===== config.mk =====
export PLATFORM = sky130hd
export DESIGN_NAME = fp_divider_seq
export DESIGN_NICKNAME = d
export VERILOG_FILES = /design/src/rtl/fp_divider_seq.sv
export SDC_FILE = /design/constraint.sdc
export NUM_CORES = 1
export LEC_CHECK = 0
export CAP_MARGIN = 20
export CORE_AREA = 2 2 244 126
export DETAILED_ROUTE_END_ITERATION = 7
export DIE_AREA = 0 0 246 128
export GPL_TIMING_DRIVEN = 0
export SYNTH_ARGS = -nofsm -noshare
export SYNTH_HDL_FRONTEND = slang
export SYNTH_SLANG_ARGS = --single-unit

===== constraint.sdc =====
create_clock -name clk -period 7.19 [get_ports clk]
set_input_delay 1.7975 -clock clk [delete_from_list [all_inputs] [get_ports clk]]
set_output_delay 1.7975 -clock clk [all_outputs]
set_load 0.005 [all_outputs]

===== src/rtl/fp_divider_seq.sv =====
// fp_divider_seq
//   Iterative IEEE-754 binary32 divider, Q = A / B.
//   A one-cycle start pulse in IDLE latches both operands. A restoring
//   radix-2 division then produces one quotient bit per clock. The result
//   is rounded to nearest-even and returned with a one-cycle done pulse.
//   Subnormal inputs are flushed to zero, and no subnormal result is
//   produced.
//
// Ports
//   clk    : clock; all state changes on the rising edge
//   rst    : asynchronous, active-high reset
//   start  : request, sampled only while idle
//   A, B   : dividend and divisor (binary32)
//   busy   : high whenever the FSM is not idle
//   done   : one-cycle pulse when Q_reg/flags update
//   Q_reg  : quotient, held until the next done
//   flags  : {invalid, div_by_zero, overflow, underflow}

module fp_divider_seq #(
  parameter int EXP_BIAS = 127
) (
  input  logic        clk,
  input  logic        rst,
  input  logic        start,
  input  logic [31:0] A,
  input  logic [31:0] B,
  output logic        busy,
  output logic        done,
  output logic [31:0] Q_reg,
  output logic [3:0]  flags
);

  localparam logic [9:0] BIAS_W    = 10'(EXP_BIAS);
  localparam logic [4:0] LAST_ITER = 5'd25;

  typedef enum logic [1:0] {
    IDLE  = 2'd0,
    PREP  = 2'd1,
    DIV   = 2'd2,
    ROUND = 2'd3
  } state_t;

  state_t      state_reg, state_next;
  logic [31:0] a_reg, a_next;
  logic [31:0] b_reg, b_next;
  logic [24:0] rem_reg, rem_next;
  logic [25:0] quo_reg, quo_next;
  logic [4:0]  cnt_reg, cnt_next;
  logic [31:0] q_out_next;
  logic [3:0]  flags_next;
  logic        done_next;

  // ---------------------------------------------------------------------
  // Operand unpacking (from the latched copies, so A/B may change freely)
  // ---------------------------------------------------------------------
  logic [7:0]  ea, eb;
  logic [22:0] fa, fb;
  logic        sign;
  logic [23:0] ma, mb;
  logic [9:0]  e_calc;

  assign ea   = a_reg[30:23];
  assign eb   = b_reg[30:23];
  assign fa   = a_reg[22:0];
  assign fb   = b_reg[22:0];
  assign sign = a_reg[31] ^ b_reg[31];
  assign ma   = {1'b1, fa};
  assign mb   = {1'b1, fb};

  // Two's-complement 10-bit exponent: e = ea - eb + bias. Range is
  // -126..380, so the sign bit never wraps.
  assign e_calc = {2'b00, ea} - {2'b00, eb} + BIAS_W;

  // ---------------------------------------------------------------------
  // Special-case detection; exponent field 0 means zero (flush-to-zero)
  // ---------------------------------------------------------------------
  logic        a_nan, b_nan, a_inf, b_inf, a_zero, b_zero;
  logic        spec_hit;
  logic [31:0] spec_q;
  logic [3:0]  spec_f;

  assign a_nan  = (ea == 8'hFF) && (fa != 23'd0);
  assign b_nan  = (eb == 8'hFF) && (fb != 23'd0);
  assign a_inf  = (ea == 8'hFF) && (fa == 23'd0);
  assign b_inf  = (eb == 8'hFF) && (fb == 23'd0);
  assign a_zero = (ea == 8'h00);
  assign b_zero = (eb == 8'h00);

  always_comb begin
    spec_hit = 1'b1;
    spec_q   = 32'd0;
    spec_f   = 4'b0000;
    if (a_nan || b_nan || (a_zero && b_zero) || (a_inf && b_inf)) begin
      spec_q = 32'h7FC00000;
      spec_f = 4'b1000;
    end else if (a_inf) begin
      spec_q = {sign, 8'hFF, 23'd0};
    end else if (b_inf) begin
      spec_q = {sign, 31'd0};
    end else if (b_zero) begin
      spec_q = {sign, 8'hFF, 23'd0};
      spec_f = 4'b0100;
    end else if (a_zero) begin
      spec_q = {sign, 31'd0};
    end else begin
      spec_hit = 1'b0;
    end
  end

  // ---------------------------------------------------------------------
  // One restoring division step
  // ---------------------------------------------------------------------
  logic        rem_ge;
  logic [24:0] rem_sel;
  logic [24:0] rem_step;

  assign rem_ge  = (rem_reg >= {1'b0, mb});
  assign rem_sel = rem_ge ? (rem_reg - {1'b0, mb}) : rem_reg;
  // rem_sel < mb < 2^24, so the bit shifted out is always zero.
  assign rem_step = rem_sel << 1;

  // ---------------------------------------------------------------------
  // Normalize, round to nearest-even, range check
  // ---------------------------------------------------------------------
  logic [23:0] mant_pre;
  logic        guard, sticky, round_up;
  logic [24:0] mant_inc;
  logic [22:0] frac_fin;
  logic [9:0]  e_norm, e_fin;
  logic [31:0] round_q;
  logic [3:0]  round_f;

  always_comb begin
    // Quotient of two [1,2) mantissas lies in (0.5,2): at most one
    // left shift is needed to normalize.
    if (quo_reg[25]) begin
      mant_pre = quo_reg[25:2];
      guard    = quo_reg[1];
      sticky   = quo_reg[0] | (rem_reg != 25'd0);
      e_norm   = e_calc;
    end else begin
      mant_pre = quo_reg[24:1];
      guard    = quo_reg[0];
      sticky   = (rem_reg != 25'd0);
      e_norm   = e_calc - 10'd1;
    end

    round_up = guard & (sticky | mant_pre[0]);
    mant_inc = {1'b0, mant_pre} + {24'd0, round_up};

    // A carry out can only come from all-ones rounding up, leaving 1.000.
    if (mant_inc[24]) begin
      frac_fin = mant_inc[23:1];
      e_fin    = e_norm + 10'd1;
    end else begin
      frac_fin = mant_inc[22:0];
      e_fin    = e_norm;
    end

    round_f = 4'b0000;
    if ($signed(e_fin) >= 10'sd255) begin
      round_q = {sign, 8'hFF, 23'd0};
      round_f = 4'b0010;
    end else if ($signed(e_fin) <= 10'sd0) begin
      round_q = {sign, 31'd0};
      round_f = 4'b0001;
    end else begin
      round_q = {sign, e_fin[7:0], frac_fin};
    end
  end

  // ---------------------------------------------------------------------
  // State and datapath registers
  // ---------------------------------------------------------------------
  always_ff @(posedge clk or posedge rst) begin
    if (rst) begin
      state_reg <= IDLE;
      a_reg     <= 32'd0;
      b_reg     <= 32'd0;
      rem_reg   <= 25'd0;
      quo_reg   <= 26'd0;
      cnt_reg   <= 5'd0;
      Q_reg     <= 32'd0;
      flags     <= 4'd0;
      done      <= 1'b0;
    end else begin
      state_reg <= state_next;
      a_reg     <= a_next;
      b_reg     <= b_next;
      rem_reg   <= rem_next;
      quo_reg   <= quo_next;
      cnt_reg   <= cnt_next;
      Q_reg     <= q_out_next;
      flags     <= flags_next;
      done      <= done_next;
    end
  end

  // ---------------------------------------------------------------------
  // Next-state and datapath control
  // ---------------------------------------------------------------------
  always_comb begin
    state_next = state_reg;
    a_next     = a_reg;
    b_next     = b_reg;
    rem_next   = rem_reg;
    quo_next   = quo_reg;
    cnt_next   = cnt_reg;
    q_out_next = Q_reg;
    flags_next = flags;
    done_next  = 1'b0;

    case (state_reg)
      IDLE: begin
        if (start) begin
          a_next     = A;
          b_next     = B;
          state_next = PREP;
        end
      end

      PREP: begin
        if (spec_hit) begin
          q_out_next = spec_q;
          flags_next = spec_f;
          done_next  = 1'b1;
          state_next = IDLE;
        end else begin
          rem_next   = {1'b0, ma};
          quo_next   = 26'd0;
          cnt_next   = 5'd0;
          state_next = DIV;
        end
      end

      DIV: begin
        rem_next = rem_step;
        quo_next = {quo_reg[24:0], rem_ge};
        cnt_next = cnt_reg + 5'd1;
        if (cnt_reg == LAST_ITER) begin
          state_next = ROUND;
        end
      end

      ROUND: begin
        q_out_next = round_q;
        flags_next = round_f;
        done_next  = 1'b1;
        state_next = IDLE;
      end

      default: state_next = IDLE;
    endcase
  end

  assign busy = (state_reg != IDLE);

endmodule


### Word level (Yosys, flattened, before mapping)

Index checks and enable logic that the tools add are counted.
Widths: inputs -> output; s select.

| word-level totals | value |
|---|---|
| flip-flop bits (word level) | 159 |
| bits of input ports | 67 |
| output and inout bits | 38 |
| word-level logic and storage cells | 98 |

| operators by class | value |
|---|---|
| $add $sub $neg | 7 |
| order comparisons | 3 |
| equality and inequality tests | 10 |
| mux-type cells | 41 |
| bitwise logic cells | 4 |
| reduce and logical (&&, ||, !) cells | 24 |

Operator list:

| kind | number |
|---|---|
| $mux 32 | 6 |
| $pmux 32 s2 | 1 |
| $mux 31 | 2 |
| $pmux 26 s2 | 1 |
| $pmux 25 s2 | 1 |
| $mux 24 | 2 |
| $logic_not 23->1 | 2 |
| $reduce_bool 23->1 | 2 |
| $mux 26 | 1 |
| $add 24x1->25 | 1 |
| $ge 25x24->1 | 1 |
| $mux 25 | 1 |
| $reduce_bool 25->1 | 1 |
| $sub 24x24->24 | 1 |
| $mux 23 | 1 |
| $mux 10 | 2 |
| $eq 8x8->1 const B | 2 |
| $logic_not 8->1 | 2 |
| $add 10x1->10 const B | 1 |
| $add 9x8->10 const B | 1 |
| $ge 10x9->1 const B | 1 |
| $le 10x1->1 const B | 1 |
| $pmux 5 s2 | 1 |
| $sub 10x1->10 const B | 1 |
| other kinds (22) | 53 |

### Logic depth before layout (Yosys ltp)

Gate-level depths: netlist of run 1.

| depth | value |
|---|---|
| word-level depth | 11 |
| mapped depth | 19 |
| mapped depth without buffers | 15 |

### Worst setup path before layout of run 1

No wires, ideal clock.

| timing path | value |
|---|---|
| kind | flip-flop to flip-flop |
| start | reg quo_reg[25] |
| end | reg Q_reg[9] |
| setup time | 0.092 ns |
| arrival | 4.787 ns |
| data required time | 7.098 ns |
| path slack | 2.311 ns |
| cell stages (with the launch flop) | 19 |
| buffers on the path | 6 |
| period minus slack after synthesis | 4.879 ns |
| cell sequence | dfrtp_1 > buf_2 > buf_1 > buf_1 > clkbuf_1 > clkbuf_1 > mux2_2 > ha_1 > nand2_1 > nor4_4 > nand4b_1 > and2b_2 > nand3_1 > or3_1 > o21a_1 > o21a_1 > or3_1 > buf_6 > o31ai_2 |

| between the ends | value |
|---|---|
| longest elaborated chain between the ends | 9 |
| elaborated cells between the ends (all ways) | 15 |
| those cells by class | add/sub: 2; order compare: 2; mux: 9; bitwise: 2 |

RTL lines:

| element | line | RTL |
|---|---|---|
| start, declared | 47 | `logic [25:0] quo_reg, quo_next;` |
| start signal, assigned | 191 | `quo_reg <= quo_next;` |
| $mux 1 or $mux 24 (tied branches) | 136 | `if (quo_reg[25]) begin` |
| $or 1x1->1 | 148 | `round_up = guard & (sticky \| mant_pre[0]);` |
| $and 1x1->1 | 148 |  |
| $add 24x1->25 | 149 | `mant_inc = {1'b0, mant_pre} + {24'd0, round_up};` |
| $mux 10 | 152 | `if (mant_inc[24]) begin` |
| $le 10x1->1 | 164 | `end else if ($signed(e_fin) <= 10'sd0) begin` |
| $mux 31 | 164 |  |
| $mux 31 * | 161 | `if ($signed(e_fin) >= 10'sd255) begin` |
| $pmux 32 s2 * | 213 | `case (state_reg)` |
| end signal, assigned | 193 | `Q_reg <= q_out_next;` |
| end, declared | 29 | `output logic [31:0] Q_reg,` |

Mark *: on every way between the ends. The rest lies on a longest branch, timed or not.
A chain may end at the register's enable or synchronous reset.

### Worst setup path in the final report of run 1

| timing path | value |
|---|---|
| start | reg quo_reg[25] |
| end | reg Q_reg[28] |

| between the ends | value |
|---|---|
| longest elaborated chain between the ends | 9 |
| elaborated cells between the ends (all ways) | 14 |
| those cells by class | add/sub: 2; order compare: 2; mux: 8; bitwise: 2 |

RTL lines:

| element | line |
|---|---|
| $mux 1 or $mux 24 (tied branches) | 136 |
| $or 1x1->1 | 148 |
| $and 1x1->1 | 148 |
| $add 24x1->25 | 149 |
| $mux 10 * | 152 |
| $le 10x1->1 | 164 |
| $mux 31 | 164 |
| $mux 31 * | 161 |
| $pmux 32 s2 * | 213 |

Marks and branches as above.

==> qor.yml, run 1 <==
hold_viol: 0
worstSetupPathType: "flip-flop to flip-flop"
final_cell_mix: "dfrtp_1 (159), nand2_1 (153), o21ai_0 (110)"
die_h_um: 128
gr-total-overflow: 0
crit_path_end: "Q_reg[28]"
io_buffers: 104
hpwl_um: 25000
wl_um: 32200
gr-usage-met3_pct: 6.51
finalCriticalPeriod_ps: 6820
slew_violations: 0
vias: 9099
syn_area_sq_mm: 0.0101
ff2ff_setup_slack_ps: 370
dieArea_sq_mm: 0.0315
syn2layout_area_growth_pct: 21.7
hold_path.class: "flip-flop to flip-flop"
wl_per_cell_um: 19.2
crit_arrival_ps: 7200
cts_tree: "built"
fin_skew_ps: 12.1
postSynthCellCount: 1137
synth_edf_count: 0
clock_path_buffers: 2
layout-drive-gt1-share_pct: 8.32
tightest_slew_ps: 1010
worst-path-max-fanout: 10
grt_use_met1_pct: 34.0
grtUsageMet2_pct: 26.4
status: "finished clean"
drc_errors: 0
syn_avg_cell_area_sq_um: 8.87
grt_busiest_layer: "met1"
end_kind: "flip-flop"
post-cts-setup-buffer-count: 0
clkLatencyLatePin_ps: 450
drv_cap: 0
final_nets: 1367
setup_viol: 0
final_core_util_pct: 41.5
htree_levels: 4
vias_per_cell: 5.44
track_usage_pct: 21.2
crit-reg2reg-launch: "quo_reg[25]"
worstPathRequired_ps: 7570
grt_pass1_vias: 8700
grt_max_degree: 124
start_util_pct: 34.1
final_common_cell: "dfrtp_1"
ys_warn_count: 0
rsz0062_at_grt: "no"
drt_iter0_markers: 981
synthTopCellsByArea: "dfrtp_1 (39%), nand2_1 (5.7%), o21ai_0 (5.5%)"
async_flop_share_pct: 100
coreArea_sq_mm: 0.0296
drt_first_pass_iters: 5
cts_root_buffer: "clkbuf_16"
ys.flop_type: "dfrtp_1"
cts.sinks: 159
routabilityCongestion: 0.945
io_pins: 105
die_w_um: 246
synth_nets: 1243
clkTransAtPathRegs_ps: 60
worst_slew_margin_rel_pct: 32.6
synth_seq_cells: 159
synth_cell_types: 77
grt_pass1_wl_um: 51000
rows: 45
period_share_pct: 94.8
ys_seq_area_share_pct: 39.5
synth_top_area_share_pct: 39.5
antenna_found_initial: 0
fmax_mhz: 147
r2r_cells: 18
r2r_end: "Q_reg[28]"
crit_start: "quo_reg[25]"
insertedDiodeCount: 0
cts_buffers: 17
synth_largest_area_cell: "dfrtp_1"
antenna_left: 0
start_kind: "flip-flop"
-- worst min path at each step --
stage | start | endpoint | cells past startpoint
after floorplan | Q_reg[31] | Q_reg[31] | 2
final | Q_reg[16] | Q_reg[16] | 2
after CTS | Q_reg[16] | Q_reg[16] | 2
after global routing | flags[3] | flags[3] | 1
after detailed placement | Q_reg[16] | Q_reg[16] | 2
after global placement | Q_reg[31] | Q_reg[31] | 2
-- layout make-up --
class,instances,area [sq um]
multi-input cells,863,5630
clock buffers,21,470
clock inverters,11,131
fillers,2936,17300
inverters,51,199
flip-flops and latches,159,3980
plain buffers,64,289
repair buffers,105,1070
well taps,399,499
-- cell families after synthesis --
group | share of synthesized area, %
adder cells (fa/ha/maj) | 4.99
flip-flops | 39.5
buffers and inverters | 4.76
XOR/XNOR | 6.99
AND/OR/NAND/NOR | 19.0
multiplexers | 6.69
AO/OA/AOI/OAI | 18.1
-- metrics by stage --
stage	instance area [sq um]	instances	worst slack [ps]	hold slack [ps]	TNS [ps]
floorplan	10100	1137	1100	463	0
global placement	11600	1640	-1370	470	-213430
detailed placement	11700	1641	443	471	0
CTS	12300	1673	408	485	0
global route	12300	1673	59.1	521	0
finish	12300	1673	375	487	0
-- repair_timing --
item | CTS | global route
resized for setup | 0 | 2
hold buffers | 0 | 0
endpoints found under the setup margin | 0 | 8
-- layer usage --
metal	vias up	part of all wire, %	wire length [um]
li1	4298	-	-
met1	4490	54	17200
met2	283	37	11900
met3	28	8.1	2610
met4	0	1.2	394
met5	-	0	0
-- cells in the mapped netlist (9+ instances only) --
| master | n |
|---|---|
| or3_1 | 10 |
| a31oi_1 | 10 |
| xnor2_1 | 38 |
| and3_1 | 14 |
| a21oi_1 | 62 |
| nand3_1 | 40 |
| nor4_1 | 23 |
| a22o_1 | 10 |
| nor2_1 | 73 |
| mux2i_1 | 22 |
| clkbuf_1 | 51 |
| o22ai_1 | 17 |
| inv_1 | 49 |
| nand4_1 | 16 |
| dfrtp_1 | 159 |
| o21ai_0 | 110 |
| a211oi_1 | 14 |
| nor3_1 | 19 |
| nand2b_1 | 9 |
| xor2_1 | 31 |
| nand2_1 | 153 |
| mux2_2 | 39 |
| ha_1 | 37 |
| a21o_1 | 11 |
-- critical path, stage by stage (launching register included) --
cell and delay (ps):
dfrtp_1 420, buf_2 320, buf_1 560, buf_1 510, clkbuf_1 490, clkbuf_1 520
mux2_2 260, ha_1 190, nand2_1 150, nor4_4 490, nand4_1 370, nor2_2 430
nand3_1 250, o22ai_1 220, a211oi_1 220, or2_2 340, buf_2 190, o21ai_1 540
o22a_1 240
Power of run 1 is not shown: default switching activity piles up to over one toggle a cycle in this logic, so the estimate is an artifact.
==> run 2, diff against run 1 <==
--- a/config.mk
+++ b/config.mk
@@ -13,3 +13,4 @@
 export SYNTH_ARGS = -nofsm -noshare
 export SYNTH_HDL_FRONTEND = slang
 export SYNTH_SLANG_ARGS = --single-unit
+export TNS_END_PERCENT = 20
==> results of run 2 <==
The final DEF is identical to that of run 1; final timing and power are the same.
Power of run 2 is left out for the same reason.
==> patch 1 (flow settings as in run 1) <==
Re-encode `state_t` (4 states) as one-hot, 4 bits wide.
--- a/src/rtl/fp_divider_seq.sv
+++ b/src/rtl/fp_divider_seq.sv
@@ -35,7 +35,7 @@
 
-  typedef enum logic [1:0] {
-    IDLE  = 2'd0,
-    PREP  = 2'd1,
-    DIV   = 2'd2,
-    ROUND = 2'd3
+  typedef enum logic [3:0] {
+    IDLE  = 4'b0001,
+    PREP  = 4'b0010,
+    DIV   = 4'b0100,
+    ROUND = 4'b1000
   } state_t;
Formal check against the unedited RTL: same outputs for any inputs over 4 cycles, from zero or initial values and one cycle with rst high; so few cycles prove little.
==> patch 1 against run 1 <==
- critical path depth did not move
- design area increased by 2.2%
- first-iteration DRC count shrank 15%
- worst hold slack got worse by 0.0092 ns
- sequential cell count is 2 higher
- worst setup slack improved by 0.81 ns
- sequential share of layout area is 0.29 points lower
- routed wire length is 2.5% lower
- area after synthesis is 2.2% higher
- synthesized cell count is 0.79% higher
- utilization grew 0.91 points
- largest cell class unchanged
==> patch 1: results (changes against run 1) <==
| Metric | Value |
|---|---|
| Placed cell count | 1650 (was 1641) |
| Synth top area cells | dfrtp_1, nand2_1, o21ai_0 (unchanged) |
| GPL Wtd Cong | 0.9090 (was 0.9452) |
| Initial antenna violation count | 1 (was 0) |
| First-pass GRT wire length | 49760 um (was 50980 um) |
| Clock share of power | approximately 15% |
| Depth of the most critical reg-to-reg path | 18 (unchanged) |
| Slew headroom | 37.80% (was 32.57%) |
| Critical Path AT | 6.40 ns (was 7.20 ns) |
| TritonCTS buffer count | 17 (unchanged) |
| Most common cell in the netlist | nand2_1 (was dfrtp_1) |
| Overall Global Routing Usage | 20.59% (was 21.19%) |
| Layout cells sized above 1 | 10.21% (was 8.320%) |
| Syn nets | 1252 (was 1243) |
| 1st-iter DRT viols | 838 (was 981) |
| Hold crit path type | flip-flop to flip-flop (unchanged) |
| Post-CTS sizing | 0 (unchanged) |
| HPWL Detailed | 24390 um (was 25030 um) |
| Final Skew | 0.009828 ns (was 0.01214 ns) |
| Adder-cell share of the synthesized area | 4.880% (was 4.988%) |
| Tcrit/Tclk final | 83.54% (was 94.79%) |
| Cells after Synth | 1146 (was 1137) |
| Worst hold stages | 2 (unchanged) |
| Post-synthesis mux area share | 7.090% (was 6.687%) |
| First-pass iteration count of the detailed router | 5 (unchanged) |
| Final WL | 31370 um (was 32160 um) |
| Critical Path Source Type | flip-flop (unchanged) |
| CTS root buf | clkbuf_16 (unchanged) |
| Flop2flop setup slack | 1.18 ns (was 0.37 ns) |
| Fillers | 2891 (was 2936) |
| Xor-xnor portion of the synthesized cell area | 6.532% (was 6.985%) |
| Peak supply drop | between 300 and 400 uV |
| Reg-to-Reg End | Q_reg[19] (was Q_reg[28]) |
| Vias in the first global route | 8777 (was 8700) |
| Status | finished, final reports clean (unchanged) |
| Place WS | 1.337 ns (was 0.4432 ns) |
| CP max FO | 10 (unchanged) |
| Post-synth cell types | 90 (was 77) |
| Clock Pin Slew Worst Setup and Hold Paths | 0.06 ns (about the same) |
| M1 GR Usage | 32.48% (was 34.00%) |
| Largest net degree at the start of global routing | 113 (was 124) |
| Top_reg_cell synth | dfrtp_1 (unchanged) |
| IO buf count | 104 (unchanged) |
| Compound-Gate Fraction of Synth Area | 19.62% (was 18.11%) |
| GR Util met3 | 5.359% (was 6.510%) |
| Met2 Use GR | 27.43% (was 26.44%) |
| # nets final | 1376 (was 1367) |
| Synth top cells by count | nand2_1, dfrtp_1, o21ai_0, nor2_1, inv_1 (was dfrtp_1, nand2_1, o21ai_0, nor2_1, a21oi_1) |
| CTS HTree Levels | 4 (unchanged) |
| Reg-to-Reg Start | quo_reg[25] (unchanged) |
| DR vias/cell | 5.433 (was 5.439) |
| Delay of the slowest critical-path stage | 0.53 ns (was 0.56 ns) |
| Clock latency on the worst-skew pair | ~0.46 ns |
| Yosys warnings | 0 (unchanged) |
| Vias | 9139 (was 9099) |
| Placed cell areas | 0.01189 mm2 (was 0.01166 mm2) |
| CTS max path bufs | 2 (unchanged) |
| Sequential cell area fraction in the yosys report | 39.10% (was 39.45%) |
| Switch share | 47.84% |
[patch 1: worst min-delay path by stage]
stage	startpoint	to	slack (ns)
2_1_floorplan	a_reg[0]	rem_reg[0]	0.47
4_1_cts	Q_reg[10]	Q_reg[10]	0.48
5_1_grt	Q_reg[2]	Q_reg[2]	0.51
6_report	Q_reg[10]	Q_reg[10]	0.48
3_5_place_dp	Q_reg[2]	Q_reg[2]	0.47
3_3_place_gp	Q_reg[2]	Q_reg[2]	0.47
[patch 1: per-layer routing]
metal	vias to the layer above	wire [um]
met2	301	12180
met5	-	0
met3	33	2331
met4	0	348
li1	4356	-
met1	4449	16510
[patch 1: area by class of cell]
cell class / count / area, um2 / share of cell area, %
Buffer: 61 / 257.7 / 2.055
Clock buffer: 20 / 446.7 / 3.562
Clock inverter: 12 / 205.2 / 1.636
Inverter: 50 / 195.2 / 1.557
Multi-Input combinational cell: 874 / 5837 / 46.55
Sequential cell: 161 / 4030 / 32.14
Tap cell: 399 / 499.2 / 3.981
Timing Repair Buffer: 105 / 1069 / 8.521
==> patch 2 (flow settings as in run 1) <==
Made on the original files. Set the parameter `EXP_BIAS` to 64 (it was 127).
--- a/src/rtl/fp_divider_seq.sv
+++ b/src/rtl/fp_divider_seq.sv
@@ -19,3 +19,3 @@
 module fp_divider_seq #(
-  parameter int EXP_BIAS = 127
+  parameter int EXP_BIAS = 64
 ) (
Formal check against the unedited RTL: same outputs for any inputs over 10 cycles, from zero or initial values and one cycle with rst high; that may be too few to reach the edited logic, so the function may still have changed.
==> patch 2 against run 1 <==
- via count rose by 5.8%
- utilization rose by 1.3 points
- routed wire length rose by 3.6%
- sequential cell count did not move
- synthesized cell count rose by 5.1%
- area after synthesis rose by 4.2%
- first-iteration DRC count fell by 2.7%
- worst setup slack improved by 0.51 ns
- final cell count rose by 3.3%
- design area rose by 3.2%
- critical path type unchanged
- critical endpoint is now Q_reg[26]
==> patch 2: results (changes against run 1) <==
| Metric | Value |
|---|---|
| GR Util met3 | 5.757% (was 6.510%) |
| Wire length on met2 | 12550 um (was 11920 um) |
| Sequential cell area share | 31.42% (was 32.43%) |
| Worst-Margin Slew | 1.015 ns (was 1.009 ns) |
| Bufs w/o clock | 177 (was 169) |
| # nets final | 1427 (was 1367) |
| Crit-path leading delay family | simple AND/OR/NAND/NOR gates (was buffers and inverters) |
| Vias | 9627 (was 9099) |
| Depth of the most critical reg-to-reg path | 17 (was 18) |
| Post-synthesis mux area share | 7.729% (was 6.687%) |
| Critical path endpoint | Q_reg[26] (was Q_reg[28]) |
| Crit path time final | 6.303 ns (was 6.815 ns) |
| Clock network area share | 4.585% (was 4.905%) |
| M1 GR Usage | 35.20% (was 34.00%) |
| Inverters | 52 (was 51) |
| Flop2flop setup slack | 0.89 ns (was 0.37 ns) |
| Delay of the slowest critical-path stage | 0.67 ns (was 0.56 ns) |
| Adder-cell share of the synthesized area | 4.954% (was 4.988%) |
| Layout cells sized above 1 | 9.398% (was 8.320%) |
| Area of the multi-input gates | 0.006002 mm2 (was 0.005633 mm2) |
| Overall Global Routing Usage | 21.77% (was 21.19%) |
| Final WL | 33330 um (was 32160 um) |
| Final Skew | 0.01116 ns (was 0.01214 ns) |
| HPWL Detailed | 25610 um (was 25030 um) |
| Syn nets | 1303 (was 1243) |
| Xor-xnor portion of the synthesized cell area | 5.966% (was 6.985%) |
| Initial antenna violation count | 0 (unchanged) |
| Metal-1 WL | 17790 um (was 17230 um) |
| Status | finished, final reports clean (unchanged) |
| Synth top area cells | dfrtp_1, nand2_1, o21ai_0 (unchanged) |
| Multi-input combinational gate total | 912 (was 863) |
| Worst hold stages | 2 (unchanged) |
| Vias in the first global route | 9220 (was 8700) |
| First-pass GRT wire length | 52860 um (was 50980 um) |
| Crit-path slowest cell | o41ai_1 (was buf_1) |
| 1st-iter DRT viols | 955 (was 981) |
| Routed length on met3 | 2569 um (was 2613 um) |
| Met2 Use GR | 27.88% (was 26.44%) |
| CTS root buf | clkbuf_16 (unchanged) |
| Switch share | 50.44% |
| Non-clock buffer share | 11.05% (was 11.06%) |
| Placed cell count | 1699 (was 1641) |
| Sequential cell area fraction in the yosys report | 37.87% (was 39.45%) |
| GPL Wtd Cong | 0.9409 (was 0.9452) |
| Synth top cells by count | nand2_1, dfrtp_1, o21ai_0, a21oi_1, nor2_1 (was dfrtp_1, nand2_1, o21ai_0, nor2_1, a21oi_1) |
| CP startpoint | quo_reg[25] (unchanged) |
| Post-synth cell types | 92 (was 77) |
| Finished Layout Cells | 1729 (was 1673) |
| Compound-Gate Fraction of Synth Area | 18.01% (was 18.11%) |
| Largest net degree at the start of global routing | 90 (was 124) |
| Cells after Synth | 1195 (was 1137) |
| Fillers | 2955 (was 2936) |
| Leakage power | 5.112 nW |
| Place WS | 1.088 ns (was 0.4432 ns) |
| Total power | 7.320 mW |
| Critical Path AT | 6.59 ns (was 7.20 ns) |
## patch 2: changes by cell type after synthesis, moves of 9 or more
cell      change
nor2_1       -20
nand2_1      +39
clkbuf_1     -12
nand4_1       +9
buf_2        +13
a22o_1        -9
## patch 2: how the worst min path moves through the flow
stage	start	end	slack [ns]
floorplan	rem_reg[24]	rem_reg[24]	0.45
global placement	rem_reg[24]	rem_reg[24]	0.47
detailed placement	Q_reg[11]	Q_reg[11]	0.47
CTS	Q_reg[11]	Q_reg[11]	0.49
global route	flags[1]	flags[1]	0.51
finish	Q_reg[11]	Q_reg[11]	0.48
## patch 2: metrics by stage
| stage | hold slack [ns] | utilization, % | instance area (um2) |
|---|---|---|---|
| global route | 0.5051 | 42.84 | 12660 |
| global placement | 0.4702 | 40.75 | 12050 |
| floorplan | 0.4505 | - | 10510 |
| CTS | 0.4855 | 42.84 | 12660 |
| finish | 0.4759 | 42.84 | 12660 |
| detailed placement | 0.4715 | 40.87 | 12080 |
